--- config.mk ---
export PLATFORM = sky130hd
export DESIGN_NAME = fetch_unit
export DESIGN_NICKNAME = d
export VERILOG_FILES = /design/src/rtl/fetch_unit.sv
export SDC_FILE = /design/constraint.sdc
export NUM_CORES = 1
export LEC_CHECK = 0
export CORE_MARGIN = 2
export CORE_UTILIZATION = 35
export CTS_CLUSTER_SIZE = 14
export DETAILED_ROUTE_END_ITERATION = 7
export PLACE_DENSITY_LB_ADDON = 0.2
export SLEW_MARGIN = 25
export SYNTH_ARGS = -nofsm -noshare
export SYNTH_HDL_FRONTEND = slang
export SYNTH_SLANG_ARGS = --single-unit
--- constraint.sdc ---
create_clock -name clk -period 3.8 [get_ports clk]
set_clock_uncertainty 0.2 [all_clocks]
set_input_delay 0.76 -clock clk [delete_from_list [all_inputs] [get_ports clk]]
set_output_delay 0.76 -clock clk [all_outputs]
set_load 0.02 [all_outputs]
--- src/rtl/fetch_unit.sv ---
// rtl/fetch_unit.sv - instruction fetch: PC, single-outstanding imem handshake, 2-entry {pc,inst} buffer
// Optional decode-starvation counter enabled by defining FETCH_PERF_CNT_EN.
module fetch_unit #(
    parameter int              XLEN     = 32,
    parameter logic [XLEN-1:0] RESET_PC = '0
) (
    input  logic            clk,
    input  logic            reset,
    input  logic            stall_fetch,
    input  logic            redirect_valid,
    input  logic [XLEN-1:0] redirect_pc,
    output logic            imem_req_valid,
    input  logic            imem_req_ready,
    output logic [XLEN-1:0] imem_req_addr,
    input  logic            imem_rsp_valid,
    input  logic [XLEN-1:0] imem_rsp_data,
    output logic            f_valid,
    output logic [XLEN-1:0] f_pc,
    output logic [XLEN-1:0] f_inst
`ifdef FETCH_PERF_CNT_EN
    ,
    output logic [31:0]     perf_fetch_stall_cnt
`endif
);

    typedef enum logic [1:0] {IDLE, WAIT, KILL} state_t;

    state_t          state_q, state_d;
    logic [XLEN-1:0] pc_q, pc_d;
    logic            req_valid_q, req_valid_d;
    logic [1:0]      count_q, count_d, count_tmp;
    logic [XLEN-1:0] e0_pc_q, e0_pc_d, e0_inst_q, e0_inst_d;
    logic [XLEN-1:0] e1_pc_q, e1_pc_d, e1_inst_q, e1_inst_d;
    logic            accept, pop, push;

    assign accept = req_valid_q & imem_req_ready;
    assign pop    = (count_q != 2'd0) & ~stall_fetch;

    always_comb begin
        state_d   = state_q;
        pc_d      = pc_q;
        push      = 1'b0;
        e0_pc_d   = e0_pc_q;
        e0_inst_d = e0_inst_q;
        e1_pc_d   = e1_pc_q;
        e1_inst_d = e1_inst_q;
        count_tmp = count_q;

        case (state_q)
            IDLE: if (accept) state_d = WAIT;
            WAIT: if (imem_rsp_valid) begin
                push    = 1'b1;
                pc_d    = pc_q + XLEN'(4);
                state_d = IDLE;
            end
            KILL: if (imem_rsp_valid) state_d = IDLE;
            default: state_d = IDLE;
        endcase

        // Pop shifts the tail into the head; the push then lands in the first free slot.
        if (pop) begin
            e0_pc_d   = e1_pc_q;
            e0_inst_d = e1_inst_q;
            count_tmp = count_q - 2'd1;
        end
        if (push) begin
            if (count_tmp == 2'd0) begin
                e0_pc_d   = pc_q;
                e0_inst_d = imem_rsp_data;
            end else begin
                e1_pc_d   = pc_q;
                e1_inst_d = imem_rsp_data;
            end
            count_tmp = count_tmp + 2'd1;
        end
        count_d = count_tmp;

        if (redirect_valid) begin
            count_d = 2'd0;
            pc_d    = redirect_pc & ~XLEN'(3);
            if (accept || ((state_q != IDLE) && !imem_rsp_valid))
                state_d = KILL;
            else
                state_d = IDLE;
        end

        // Only request when a response is guaranteed a free slot.
        req_valid_d = (state_d == IDLE) && (count_d < 2'd2);
    end

    always_ff @(posedge clk or negedge reset) begin
        if (!reset) begin
            state_q     <= IDLE;
            pc_q        <= RESET_PC;
            req_valid_q <= 1'b0;
            count_q     <= 2'd0;
            e0_pc_q     <= '0;
            e0_inst_q   <= '0;
            e1_pc_q     <= '0;
            e1_inst_q   <= '0;
        end else begin
            state_q     <= state_d;
            pc_q        <= pc_d;
            req_valid_q <= req_valid_d;
            count_q     <= count_d;
            e0_pc_q     <= e0_pc_d;
            e0_inst_q   <= e0_inst_d;
            e1_pc_q     <= e1_pc_d;
            e1_inst_q   <= e1_inst_d;
        end
    end

    assign imem_req_valid = req_valid_q;
    assign imem_req_addr  = pc_q;
    assign f_valid        = (count_q != 2'd0);
    assign f_pc           = e0_pc_q;
    assign f_inst         = e0_inst_q;

`ifdef FETCH_PERF_CNT_EN
    logic [31:0] perf_q, perf_d;

    always_comb begin
        perf_d = perf_q;
        if (!f_valid && !stall_fetch && (perf_q != 32'hFFFF_FFFF))
            perf_d = perf_q + 32'd1;
    end

    always_ff @(posedge clk or negedge reset) begin
        if (!reset) perf_q <= 32'd0;
        else        perf_q <= perf_d;
    end

    assign perf_fetch_stall_cnt = perf_q;
`endif

endmodule

==> flow_summary.json <==
{
  "fin_util": 0.483,
  "drc": 0,
  "ctsResizeCount": 0,
  "rows": 52,
  "ys_warn_count": 0,
  "port-buffer-count": 163,
  "ir_drop_mv": 0.332,
  "final_cell_mix": "clkdlybuf4s50_1 (162), dfrtp_1 (161), nand2_1 (90)",
  "cp-startpoint": "imem_rsp_valid",
  "dieWidth_um": 148,
  "via_per_inst": 5.02,
  "path_buf_inv": 1,
  "drv_slew": 0,
  "synth_top_area_share": 0.556,
  "relSlewSlack": 0.429,
  "cts_made_buffers": 17,
  "dieArea_sq_mm": 0.0219,
  "place_ws_ps": 468,
  "drt-initial-drc-count": 234,
  "setup_viol": 0,
  "ys.flop_type": "dfrtp_1",
  "synth.distinct_cells": 43,
  "io_pins": 168,
  "setup_tns_ps": 0,
  "clock_latency_ps": 420,
  "globalRouteTotalUtil": 0.173,
  "hold_slack_ps": 213,
  "cp.required_ps": 3940,
  "core_area_sq_mm": 0.0203,
  "via_count": 5458,
  "globalplace.congestion": 0.739,
  "rsz0062_at_grt": "false",
  "crit_chain": "clkdlybuf4s50_1 -> nand3_2 -> or4_1 -> or4_1 -> a31oi_1",
  "clock-root-buffer": "clkbuf_16",
  "path_common_cell": "or4_1",
  "grt-ovfl-total": 0,
  "final_common_cell": "clkdlybuf4s50_1",
  "ys_ff_latch": 161,
  "cp-end-kind": "register",
  "outcome": "completed",
  "drive_above_1_share": 0.137,
  "clk_transition_reported_paths_ps": 60,
  "htreeDepth": 4,
  "syn_area_per_cell_sq_um": 11.1,
  "drtPass1Iterations": 6,
  "crit_slowest_cell": "or4_1",
  "max_stage_delay_ps": 880,
  "fin_area_sq_mm": 0.00981,
  "grt_pass1_vias": 5763,
  "hold_buffers": 0,
  "reg2reg_to": "imem_req_addr[27]$_DFFE_PN0N_",
  "tightest_slew_ps": 857,
  "wire_per_inst_um": 16.8,
  "hold_viol_final": 0,
  "clock.fmax_mhz": 343,
  "dieHeight_um": 148,
  "reg2reg_from": "state_q[1]$_DFF_PN0_",
  "dp_hpwl_um": 12700,
  "cts_setup_buffers": 0,
  "cts.path.max_buffers": 2,
  "synth_area_leaders": "dfrtp_1 (56%), mux2_2 (9.2%), mux2i_1 (8.7%), o21ai_0 (5.9%), nand2_1 (4.7%)",
  "power_density_mw_per_mm2": 702,
  "startpoint_type": "input port",
  "antenna_found_initial": 0,
  "cts_tree": "done",
  "ff2ff_setup_slack_ps": 890,
  "grt_pass1_wl_um": 29900,
  "reg2reg_depth": 6,
  "arrival_ps": 3060,
  "nets": 881,
  "routed_wl_um": 18300,
  "layout_min_cycle_time_ps": 2920,
  "synth.largest_area_cell": "dfrtp_1",
  "postLayoutSetupSlackWorst_ps": 881,
  "antennaDiodeCount": 0,
  "grt_max_degree": 90,
  "crit_type": "in -> reg",
  "ant_nets": 0,
  "hp-class": "in -> async",
  "p_leak_nw": 3.98,
  "start_util": 0.357,
  "cp_top_family": "simple AND/OR/NAND/NOR gates",
  "postSynthCellCount": 652,
  "numClockSinks": 161,
  "yosysSeqAreaShare": 0.556,
  "post_dp_cell_area_sq_mm": 0.00922,
  "synth_edf_count": 0,
  "maxCapViolations": 0,
  "syn_area_sq_mm": 0.00724,
  "worstPathMaxFanout": 19,
  "async_flop_share": 1.00,
  "fin_crit_sh": 0.768,
  "areaGrowthSynthToFinish_pct": 35.4
}
[cells by family after synthesis]
family	synth area share
buffers and inverters	0.0304
other	0.000518
muxes	0.179
AOI/OAI and AO/OA	0.0947
DFF	0.556
xor gates and xnor gates	0.0145
adders and majority gates	0.0104
and+or+nand+nor	0.114
[layout make-up]
class,count,area [sq um]
fill,1885,10500
sequential,161,4030
multi-input combinational,437,3010
timing repair buffer,178,1810
clock buffer,17,425
tap,270,338
clock inverter,15,158
inverter,10,37.5
[sequential cells by signal (all words and copies together), names as in the netlist]
| signal | flops |
|---|---|
| e1_inst_q | 32 |
| imem_req_addr | 30 |
| e1_pc_q | 30 |
| f_pc | 32 |
| imem_req_valid | 1 |
| count_q | 2 |
| f_inst | 32 |
| state_q | 2 |
[worst max-delay path by stage]
| stage | end | cells after the start |
|---|---|---|
| after global placement | imem_req_addr[29]$_DFFE_PN0N_ | 5 |
| after detailed placement | imem_req_addr[27]$_DFFE_PN0N_ | 5 |
| after CTS | imem_req_addr[27]$_DFFE_PN0N_ | 5 |
| final | imem_req_addr[27]$_DFFE_PN0N_ | 5 |
| after global routing | imem_req_addr[28]$_DFFE_PN0N_ | 6 |
| after floorplan | e1_inst_q[10]$_DFFE_PN0P_ | 9 |
[synth_stat cells, types with 3 or more instances]
cell / count
o21ai_0: 86
nor3_1: 4
nand3_1: 9
a31oi_1: 16
xor2_1: 6
buf_2: 5
mux2i_1: 63
xnor2_1: 6
nand2_1: 90
ha_1: 6
buf_1: 4
inv_1: 9
clkbuf_1: 34
and3_1: 5
mux2_2: 59
and4_1: 4
or3_1: 8
nor2_1: 21
nand4_1: 11
or4_1: 8
o31ai_1: 7
dfrtp_1: 161
o31a_1: 4
and2_1: 3
[routing by layer]
metal	routed length, um	up-vias	GRT usage
met2	8990	149	0.297
met4	244	0	0.0543
met3	873	18	0.0367
li1	-	2608	-
met1	8200	2683	0.219
met5	0	-	0
[power breakdown]
group | switching (W) | internal, W | total, W
sequential | 0.000387 | 0.00236 | 0.00275
combinational | 0.00119 | 0.00125 | 0.00245
clock | 0.000721 | 0.000974 | 0.00170
[stage by stage]
step | instances | total power, W
2_1_floorplan | 653 | 0.00412
3_5_place_dp | 1056 | 0.00525
6_report | 1088 | 0.00689
3_3_place_gp | 1056 | 0.00513
4_1_cts | 1088 | 0.00697
5_1_grt | 1088 | 0.00732
Power figures use the tool's default switching activity.
